## src/rtl/mul_div_if.sv

```systemverilog
// Operand/result bundle between the execute stage and the multiply/divide unit.
// The master drives the request side; the slave (the unit) drives Busy/Done/MDResult.
interface mul_div_if #(
   parameter int D_WIDTH = 32
);
   logic               Start;
   logic [2:0]         MDControl;
   logic [D_WIDTH-1:0] SrcA;
   logic [D_WIDTH-1:0] SrcB;
   logic               Busy;
   logic               Done;
   logic [D_WIDTH-1:0] MDResult;

   modport master (
      output Start, MDControl, SrcA, SrcB,
      input  Busy, Done, MDResult
   );

   modport slave (
      input  Start, MDControl, SrcA, SrcB,
      output Busy, Done, MDResult
   );
endinterface

```

## src/rtl/mul_div_unit.sv

```systemverilog
// Iterative RV32M multiply/divide: sign-magnitude wrapper around an unsigned
// shift-add multiplier and restoring divider, one step per cycle.
module mul_div_unit #(
   parameter int D_WIDTH = 32
) (
   input  logic       clk,
   input  logic       rst,
   mul_div_if.slave   md,
   output logic [1:0] o_dbg_state
);
   localparam int CW = $clog2(D_WIDTH);
   localparam logic [D_WIDTH-1:0] MINV = {1'b1, {(D_WIDTH-1){1'b0}}};

   typedef enum logic [1:0] {S_IDLE = 2'd0, S_CALC = 2'd1, S_DONE = 2'd2} state_t;

   state_t             r_state;
   logic [CW-1:0]      r_cnt;
   logic [2:0]         r_ctl;
   logic [D_WIDTH-1:0] r_hi, r_lo, r_op, r_result;
   logic               r_neg_p, r_neg_r, r_busy, r_done;

   // Capture-side decode on the live request inputs
   logic               w_a_signed, w_b_signed, w_a_neg, w_b_neg;
   logic [D_WIDTH-1:0] w_a_mag, w_b_mag, w_special_res;
   logic               w_div0, w_ovf, w_special, w_accept;

   assign w_a_signed = md.MDControl[2] ? ~md.MDControl[0] : (md.MDControl[1:0] != 2'b11);
   assign w_b_signed = md.MDControl[2] ? ~md.MDControl[0] : ~md.MDControl[1];
   assign w_a_neg    = w_a_signed & md.SrcA[D_WIDTH-1];
   assign w_b_neg    = w_b_signed & md.SrcB[D_WIDTH-1];
   assign w_a_mag    = w_a_neg ? -md.SrcA : md.SrcA;
   assign w_b_mag    = w_b_neg ? -md.SrcB : md.SrcB;
   assign w_div0     = md.MDControl[2] & (md.SrcB == '0);
   assign w_ovf      = md.MDControl[2] & ~md.MDControl[0] &
                       (md.SrcA == MINV) & (md.SrcB == '1);
   assign w_special  = w_div0 | w_ovf;
   assign w_special_res = w_div0 ? (md.MDControl[1] ? md.SrcA : '1)
                                 : (md.MDControl[1] ? '0 : MINV);
   assign w_accept   = md.Start & (r_state != S_CALC);

   // One iteration: r_hi = accumulator / partial remainder, r_lo = multiplier / quotient
   logic [D_WIDTH:0]     w_mul_sum, w_trial;
   logic                 w_ge;
   logic [D_WIDTH-1:0]   w_nhi, w_nlo, w_quo, w_rem, w_final;
   logic [2*D_WIDTH-1:0] w_prod, w_prod_s;

   assign w_mul_sum = {1'b0, r_hi} + (r_lo[0] ? {1'b0, r_op} : '0);
   assign w_trial   = {r_hi, r_lo[D_WIDTH-1]} - {1'b0, r_op};
   assign w_ge      = ~w_trial[D_WIDTH];
   assign w_nhi = r_ctl[2] ? (w_ge ? w_trial[D_WIDTH-1:0] : {r_hi[D_WIDTH-2:0], r_lo[D_WIDTH-1]})
                           : w_mul_sum[D_WIDTH:1];
   assign w_nlo = r_ctl[2] ? {r_lo[D_WIDTH-2:0], w_ge}
                           : {w_mul_sum[0], r_lo[D_WIDTH-1:1]};

   assign w_prod   = {w_nhi, w_nlo};
   assign w_prod_s = r_neg_p ? -w_prod : w_prod;
   assign w_quo    = r_neg_p ? -w_nlo : w_nlo;
   assign w_rem    = r_neg_r ? -w_nhi : w_nhi;
   assign w_final  = r_ctl[2] ? (r_ctl[1] ? w_rem : w_quo)
                              : ((r_ctl[1:0] == 2'b00) ? w_prod_s[D_WIDTH-1:0]
                                                       : w_prod_s[2*D_WIDTH-1:D_WIDTH]);

   always_ff @(posedge clk) begin
      if (rst) begin
         r_state  <= S_IDLE;
         r_cnt    <= '0;
         r_ctl    <= '0;
         r_hi     <= '0;
         r_lo     <= '0;
         r_op     <= '0;
         r_result <= '0;
         r_neg_p  <= 1'b0;
         r_neg_r  <= 1'b0;
         r_busy   <= 1'b0;
         r_done   <= 1'b0;
      end else begin
         r_done <= 1'b0;
         case (r_state)
            S_CALC: begin
               r_hi  <= w_nhi;
               r_lo  <= w_nlo;
               r_cnt <= r_cnt + CW'(1);
               if (r_cnt == CW'(D_WIDTH-1)) begin
                  r_state  <= S_DONE;
                  r_busy   <= 1'b0;
                  r_done   <= 1'b1;
                  r_result <= w_final;
               end
            end
            default: begin
               if (w_accept) begin
                  r_ctl   <= md.MDControl;
                  r_hi    <= '0;
                  r_lo    <= md.MDControl[2] ? w_a_mag : w_b_mag;
                  r_op    <= md.MDControl[2] ? w_b_mag : w_a_mag;
                  r_neg_p <= w_a_neg ^ w_b_neg;
                  r_neg_r <= w_a_neg;
                  r_cnt   <= '0;
                  if (w_special) begin
                     r_state  <= S_DONE;
                     r_done   <= 1'b1;
                     r_busy   <= 1'b0;
                     r_result <= w_special_res;
                  end else begin
                     r_state <= S_CALC;
                     r_busy  <= 1'b1;
                  end
               end else begin
                  r_state <= S_IDLE;
               end
            end
         endcase
      end
   end

   assign md.Busy     = r_busy;
   assign md.Done     = r_done;
   assign md.MDResult = r_result;
   assign o_dbg_state = r_state;
endmodule

```

## src/flat_wrapper.sv

```systemverilog
// flat-port wrapper written by rule: the top's interface ports become plain ports
module mul_div_unit_flat 
#(
   parameter int D_WIDTH = 32
)
  (clk, rst, o_dbg_state, md_Start, md_MDControl, md_SrcA, md_SrcB, md_Busy, md_Done, md_MDResult);
  mul_div_if #(.D_WIDTH(D_WIDTH)) md_i ();
  input  logic clk;
  input  logic rst;
  output logic [1:0] o_dbg_state;
  input wire logic [$bits(md_i.Start)-1:0] md_Start;
  input wire logic [$bits(md_i.MDControl)-1:0] md_MDControl;
  input wire logic [$bits(md_i.SrcA)-1:0] md_SrcA;
  input wire logic [$bits(md_i.SrcB)-1:0] md_SrcB;
  output wire logic [$bits(md_i.Busy)-1:0] md_Busy;
  output wire logic [$bits(md_i.Done)-1:0] md_Done;
  output wire logic [$bits(md_i.MDResult)-1:0] md_MDResult;
  assign md_i.Start = md_Start;
  assign md_i.MDControl = md_MDControl;
  assign md_i.SrcA = md_SrcA;
  assign md_i.SrcB = md_SrcB;
  assign md_Busy = md_i.Busy;
  assign md_Done = md_i.Done;
  assign md_MDResult = md_i.MDResult;
  mul_div_unit #(.D_WIDTH(D_WIDTH)) u_core (.clk(clk), .rst(rst), .md(md_i), .o_dbg_state(o_dbg_state));
endmodule
```

## config.mk

```make
export PLATFORM = sky130hd
export DESIGN_NAME = mul_div_unit_flat
export DESIGN_NICKNAME = d
export VERILOG_FILES = /design/src/rtl/mul_div_if.sv /design/src/rtl/mul_div_unit.sv /design/src/flat_wrapper.sv
export SDC_FILE = /design/constraint.sdc
export NUM_CORES = 1
export LEC_CHECK = 0
export BUFFER_PORTS_ARGS = -buffer_cell sky130_fd_sc_hd__buf_2
export CORE_MARGIN = 5
export CORE_UTILIZATION = 25
export CTS_BUF_LIST = sky130_fd_sc_hd__clkbuf_16
export DETAILED_ROUTE_END_ITERATION = 7
export MAX_ROUTING_LAYER = met4
export RECOVER_POWER = 100
export SLEW_MARGIN = 30
export SYNTH_ARGS = -nofsm -noshare
export SYNTH_HDL_FRONTEND = slang
export SYNTH_SLANG_ARGS = --single-unit
```

## constraint.sdc

```tcl
create_clock -name clk -period 10.56 [get_ports clk]
set_clock_uncertainty 0.15 [all_clocks]
set_input_delay 0.528 -clock clk [delete_from_list [all_inputs] [get_ports clk]]
set_output_delay 0.528 -clock clk [all_outputs]
set_load 0.005 [all_outputs]
```

[Word-level counts from Yosys, hierarchy flattened]
Cells that the tools add are included.
Word-level totals
  output and inout port bits: 36
  flip-flop bits (word level): 142
  bits of input ports: 70
Operators by class
  multiplexer cells: 41
  reduce and logical (&&, ||, !) cells: 7
  bitwise logic cells: 13
  $add $sub $neg: 8
  eq/ne operators: 7
Operator list (number)
  32-bit 2-to-1 mux: 24
  32-bit negation: 4
  32-bit == test, second input constant: 2
  64-bit 2-to-1 mux: 1
  64-bit negation: 1
  32-bit by 33-bit adder with 33-bit output: 1
  33-bit by 32-bit subtractor with 33-bit output: 1
  32-bit zero test: 1
  1-bit 2-to-1 mux: 10
  5-bit 2-to-1 mux: 2
  2-bit 2-to-1 mux: 4
  1-bit bitwise AND: 7
  5-bit by 1-bit adder with 5-bit output, second input constant: 1
  5-bit == test, second input constant: 1
  2-bit by 1-bit != test with 1-bit output, second input constant: 2
  1-bit inverter: 4
  2-bit AND reduction: 2
  2-bit nonzero test: 2
  3-bit AND reduction: 1
  2-bit by 1-bit == test with 1-bit output, second input constant: 1
  2-bit zero test: 1
  2-bit != test, second input constant: 1
  1-bit OR: 1
  1-bit XOR: 1

[Depth between registers and ports, before layout]
  word-level depth: 9
  mapped depth: 21
  mapped depth without buffers: 20

[Least setup slack after synthesis]
Ideal clock, no wire load.
  kind: register to register
  start point: register u_core.r_lo[31]
  end point: register u_core.r_result[30], in the netlist u_core.md.MDResult[30]
  required time: 10331 ps
  period minus slack after synthesis: 4949 ps
  data arrival time: 4719 ps
  buffers on the path: 1
  cell stages (with the launch flop): 21
  library setup time: 79 ps
  path slack: 5611 ps
  path through: dfxtp_1 > inv_1 > ha_1 > fa_1 > nand2b_1 > a211oi_2 > o21ai_2 > a31o_4 > a21oi_4 > buf_2 > nor2_2 > a21oi_1 > ha_1 > nand2_1 > or3_1 > or3_1 > nand4bb_1 > or4_1 > a21oi_1 > nor2_1 > a211oi_2
On the way
  word-level cells in the longest chain between the ends: 9
  elaborated cells on any way between the ends: 16
RTL lines
  from (decl): RTL line mul_div_unit.sv:19  | logic [D_WIDTH-1:0] r_hi, r_lo, r_op, r_result;
  from (signal assigned): RTL line mul_div_unit.sv:81  | r_lo <= w_nlo;
  from (signal assigned): RTL line mul_div_unit.sv:94  | r_lo <= md.MDControl[2] ? w_a_mag : w_b_mag;
  33-bit by 32-bit subtractor with 33-bit output: RTL line mul_div_unit.sv:48  | assign w_trial = {r_hi, r_lo[D_WIDTH-1]} - {1'b0, r_op};
  32-bit 2-to-1 mux or 1-bit inverter (tied branches): RTL line mul_div_unit.sv:50, mul_div_unit.sv:49
  32-bit 2-to-1 mux (on tied branches): RTL line mul_div_unit.sv:50, mul_div_unit.sv:52
  64-bit negation, or another cell as far along: RTL line mul_div_unit.sv:56  | assign w_prod_s = r_neg_p ? -w_prod : w_prod;
  64-bit 2-to-1 mux, or another cell as far along: RTL line mul_div_unit.sv:56
  32-bit 2-to-1 mux (on tied branches): RTL line mul_div_unit.sv:60, mul_div_unit.sv:59
  32-bit 2-to-1 mux *: RTL line mul_div_unit.sv:59  | assign w_final = r_ctl[2] ? (r_ctl[1] ? w_rem : w_quo)
  32-bit 2-to-1 mux *: RTL line mul_div_unit.sv:83  | if (r_cnt == CW'(D_WIDTH-1)) begin
  32-bit 2-to-1 mux *: RTL line mul_div_unit.sv:78  | case (r_state)
  to (signal assigned): RTL line mul_div_unit.sv:87  | r_result <= w_final;
  to (signal assigned): RTL line mul_div_unit.sv:103  | r_result <= w_special_res;
  to (decl): RTL line mul_div_unit.sv:19
Every way passes the cells marked *; elsewhere a longest branch is shown, timed or not. The select of a mux whose other input is x is not followed.
A chain may end at the register's enable or synchronous reset.

[Worst setup path after layout]
Ends and elaborated chain as after synthesis.

==> impl_metrics.json <==
{
  "outcome": "complete, but fails checks",
  "failing_checks": "capacitance limit, slew limit",
  "tritoncts": "yes",
  "root_buffer": "sky130_fd_sc_hd__clkbuf_16",
  "timing.setup.critical_path_class": "flip-flop to flip-flop",
  "first_global_vias": 17370,
  "pwr_density_cell_mw_per_mm2": 118.6,
  "die_area_mm2": 0.07243,
  "synthesized_area_fraction_occupied_by_ao_oa_aoi_and_oai_cells_pct": 33.66,
  "final_cell_count_no_fill": 3307,
  "post_route_cells_drive_above_1_share_pct": 8.807,
  "top_layer_used": "met4",
  "crit_path_cell_trace": "inv_1, ha_1, fa_1, nand2b_1, a211oi_1, o21ai_0, a31o_4, a21oi_1, nor2_1, a21oi_1, ha_1, nand2_1, or3_1, or3_1, nand4bb_1, or4_1, a21oi_1, nor2_1, a211oi_1",
  "syn_area_per_cell_um2": 6.940,
  "wl_met2_um": 32290,
  "clkSlewWorstSetupHoldPaths_ns": 0.07,
  "synth_ff_type": "sky130_fd_sc_hd__dfxtp_1",
  "synth_mux_area_share_pct": 3.630,
  "drtPass1Iterations": 8,
  "leakagePower_nw": 6.824,
  "first_iter_violations": 2338,
  "htree_num_levels": 4,
  "final.period_utilization_pct": 77.79,
  "reg2reg_setup_slack_ns": 2.35,
  "worstPathMaxFanout": 24,
  "cp.required_ns": 10.79,
  "die_w_um": 269.1,
  "global_route.overflow_total": 0,
  "grt_max_degree": 93,
  "crit_path_start_kind": "flip-flop",
  "synth-edff-count": 0,
  "grtUsageTotal_pct": 20.29,
  "number_of_cells_traversed_by_the_worst_hold_path": 3,
  "grt_pass1_wl_um": 112800,
  "postRouteWirelength_um": 75530,
  "synth_seq_cells": 142,
  "insertion_delay_ns": 0.47,
  "yosysTopAreaCell": "sky130_fd_sc_hd__dfxtp_1",
  "timing.final.max_slew_violations": 304,
  "post-synth-top-area-fraction_pct": 16.93,
  "gp_congestion": 1.012,
  "cts_buffers": 17,
  "synth_cells": 2419,
  "synth_xor_xnor_area_share_pct": 8.504,
  "syn-cell-area_mm2": 0.01679,
  "antenna_found_initial": 4,
  "critical-path-top-cell-by-count": "sky130_fd_sc_hd__a21oi_1",
  "setup_viol_count_final": 0,
  "cts_sinks": 142,
  "cp_data_arrival_time_ns": 8.44,
  "cts_hold_buf": 0,
  "floorplan.io_pins": 106,
  "yosys.area_share.simple_pct": 26.38,
  "worstHoldStart": "md_MDControl[0]",
  "wire_per_inst_um": 22.84,
  "max_slew_headroom_pct": -145.7,
  "detail_route.vias_per_cell": 5.854,
  "async_reset_ff_share_pct": 0,
  "area_growth_pct": 10.59,
  "synth.distinct_cells": 106,
  "rr_worst_depth": 19,
  "cts-resized-gates": 0,
  "floorplan.initialDensity_pct": 25.09,
  "worst_slew_pin_slew_ns": 3.685,
  "dieHeight_um": 269.1,
  "hold_critical_path_endpoint": "u_core.r_ctl[0]",
  "setup_tns_final_ns": 0,
  "clock_path_buffers": 2,
  "finish.net_count": 2560,
  "worst_r2r_endpoint": "u_core.md.MDResult[30]",
  "n_fill_cell": 7437,
  "placementRows": 95,
  "drc": 0,
  "cts_setup_buffers": 0,
  "num_vias": 19360,
  "synth_fa_ha_area_share_pct": 5.530,
  "max_stage_delay_ns": 1.81,
  "detailedPlacementHpwl_um": 57570,
  "yosys_warnings": 0,
  "final-hold-violation-count": 0,
  "largest_family_of_logic_cells_by_synthesized_area": "compound AO/OA/AOI/OAI gates",
  "crit_path_slowest_cell": "sky130_fd_sc_hd__a21oi_1",
  "worst_setup_path_end_kind": "flip-flop",
  "peakVddDrop_mv": 0.1164,
  "port-buffer-count": 105,
  "detailroute.wirelength.met3_um": 7314,
  "ant_nets": 0,
  "final_critical_path_time_including_i_o_delays_and_setup_ns": 8.215,
  "max_cap_viol_count": 9,
  "min_path_type": "primary input to flip-flop",
  "achievable-frequency_mhz": 121.7,
  "crit-reg2reg-launch": "u_core.r_lo[31]",
  "rsz0062_at_grt": "false",
  "synth.yosys.seq_area_share_pct": 16.93,
  "synth_fp_nets": 2562,
  "route.layer.met1.wl_um": 31990,
  "post-place-cells": 3271,
  "synth_area_leaders": "sky130_fd_sc_hd__dfxtp_1, sky130_fd_sc_hd__a21oi_1, sky130_fd_sc_hd__nor2_1, sky130_fd_sc_hd__nand2_1, sky130_fd_sc_hd__ha_1",
  "core_region_area_mm2": 0.06692
}
==> flip-flops by register name, summed over array words and instances, names as in the netlist <==
register and count:
u_core.md.Busy 1, u_core.md.Done 1, u_core.md.MDResult 32, u_core.o_dbg_state 2, u_core.r_cnt 5, u_core.r_ctl 3
u_core.r_hi 32, u_core.r_lo 32, u_core.r_neg_p 1, u_core.r_neg_r 1, u_core.r_op 32
==> cell families after synthesis <==
kind of cell / after synthesis
xor+xnor: 163
buf+inv: 222
mux: 59
flops: 142
simple gates: 914
fa+ha+maj: 73
compound gates: 846
==> worst max-delay path, delay by kind of cell, from the launching register on <==
family                     cells  cell delay (ns)
AOI/OAI and AO/OA              7             3.67
and+or+nand+nor                8             2.91
adders and majority gates      3             0.90
DFF                            1             0.40
buffers and inverters          1             0.10
==> per-layer routing <==
metal	global-route usage, %	vias to the layer above
li1	-	8986
met1	26.88	9129
met2	29.92	1059
met3	3.938	186
met4	9.321	0
met5	-	-
==> Yosys cell counts (7+ instances only) <==
cell	count
sky130_fd_sc_hd__o211ai_1	67
sky130_fd_sc_hd__nand2_1	268
sky130_fd_sc_hd__o221ai_1	9
sky130_fd_sc_hd__nor3_1	61
sky130_fd_sc_hd__a21oi_1	224
sky130_fd_sc_hd__a221o_1	7
sky130_fd_sc_hd__or4_1	16
sky130_fd_sc_hd__a21o_1	30
sky130_fd_sc_hd__o21a_1	18
sky130_fd_sc_hd__a31oi_1	36
sky130_fd_sc_hd__nand4_1	38
sky130_fd_sc_hd__and3_1	39
sky130_fd_sc_hd__a221oi_1	15
sky130_fd_sc_hd__o31ai_1	41
sky130_fd_sc_hd__nor3b_1	9
sky130_fd_sc_hd__nor2b_1	19
sky130_fd_sc_hd__mux2_2	15
sky130_fd_sc_hd__dfxtp_1	142
sky130_fd_sc_hd__nor2_1	270
sky130_fd_sc_hd__mux2i_1	44
sky130_fd_sc_hd__xnor2_1	98
sky130_fd_sc_hd__ha_1	71
sky130_fd_sc_hd__xor2_1	65
sky130_fd_sc_hd__buf_1	15
sky130_fd_sc_hd__o21ai_0	160
sky130_fd_sc_hd__a311oi_1	16
sky130_fd_sc_hd__nand3_1	31
sky130_fd_sc_hd__buf_2	23
sky130_fd_sc_hd__nor4_1	16
sky130_fd_sc_hd__or3_1	18
sky130_fd_sc_hd__a211o_1	12
sky130_fd_sc_hd__o21bai_1	8
sky130_fd_sc_hd__o41ai_1	9
sky130_fd_sc_hd__a211oi_1	83
sky130_fd_sc_hd__nand2b_1	25
sky130_fd_sc_hd__a31o_2	9
sky130_fd_sc_hd__clkbuf_1	114
sky130_fd_sc_hd__inv_1	61
sky130_fd_sc_hd__a22oi_1	8
sky130_fd_sc_hd__or2_2	11
sky130_fd_sc_hd__o22ai_1	8
sky130_fd_sc_hd__and2_1	48
==> report_power, final <==
group	switching, W	internal, W
sequential	0.0000393	0.000562
clock	0.000303	0.000395
combinational	0.000614	0.000289
==> through the flow <==
step | cell area, um2 | hold slack [ns] | total power, W | utilization, % | worst slack [ns]
after floorplan | 16790 | 0.2903 | 0.001205 | - | 5.611
after global placement | 18020 | 0.2890 | 0.001489 | 26.93 | 4.716
after detailed placement | 18040 | 0.3000 | 0.001486 | 26.96 | 4.552
after CTS | 18680 | 0.1896 | 0.002178 | 27.92 | 4.503
after global routing | 18570 | 0.2311 | 0.002285 | 27.74 | 2.167
final | 18570 | 0.1941 | 0.002203 | 27.74 | 2.345
==> cell usage in the layout, fill, tap and decap left out, types with 30 or more instances in the layout <==
master | Yosys | routed
sky130_fd_sc_hd__ha_1 | 71 | 71
sky130_fd_sc_hd__xnor2_1 | 98 | 98
sky130_fd_sc_hd__inv_1 | 61 | 61
sky130_fd_sc_hd__a211oi_1 | 83 | 85
sky130_fd_sc_hd__buf_2 | 23 | 84
sky130_fd_sc_hd__o31ai_1 | 41 | 41
sky130_fd_sc_hd__nand4_1 | 38 | 38
sky130_fd_sc_hd__nand3_1 | 31 | 31
sky130_fd_sc_hd__a21o_1 | 30 | 30
sky130_fd_sc_hd__mux2i_1 | 44 | 44
sky130_fd_sc_hd__nor2_1 | 270 | 271
sky130_fd_sc_hd__a21oi_1 | 224 | 225
sky130_fd_sc_hd__and3_1 | 39 | 39
sky130_fd_sc_hd__and2_1 | 48 | 44
sky130_fd_sc_hd__nand2_1 | 268 | 269
sky130_fd_sc_hd__xor2_1 | 65 | 65
sky130_fd_sc_hd__dfxtp_1 | 142 | 140
sky130_fd_sc_hd__o21ai_0 | 160 | 162
sky130_fd_sc_hd__nor3_1 | 61 | 62
sky130_fd_sc_hd__a31oi_1 | 36 | 37
sky130_fd_sc_hd__o211ai_1 | 67 | 67
==> final cells by class <==
| type | count | area [um2] | share of cell area (%) |
|---|---|---|---|
| Antenna cell | 4 | 10.01 | 0.05392 |
| Clock buffer | 18 | 450.4 | 2.426 |
| Clock inverter | 14 | 191.4 | 1.031 |
| Inverter | 64 | 240.2 | 1.294 |
| Multi-Input combinational cell | 2055 | 13010 | 70.07 |
| Sequential cell | 142 | 2848 | 15.34 |
| Tap cell | 873 | 1092 | 5.884 |
| Timing Repair Buffer | 137 | 724.4 | 3.902 |
==> worst max-delay path by stage <==
stage | start | endpoint | slack, ns
2_1_floorplan | u_core.r_lo[31] | u_core.md.MDResult[30] | 5.61
3_3_place_gp | u_core.r_lo[31] | u_core.md.MDResult[30] | 4.72
3_5_place_dp | u_core.r_lo[31] | u_core.md.MDResult[30] | 4.55
4_1_cts | u_core.r_lo[31] | u_core.md.MDResult[30] | 4.50
5_1_grt | u_core.r_lo[31] | u_core.md.MDResult[30] | 2.17
6_report | u_core.r_lo[31] | u_core.md.MDResult[30] | 2.35
No activity file was read; power rests on OpenSTA's default activity.
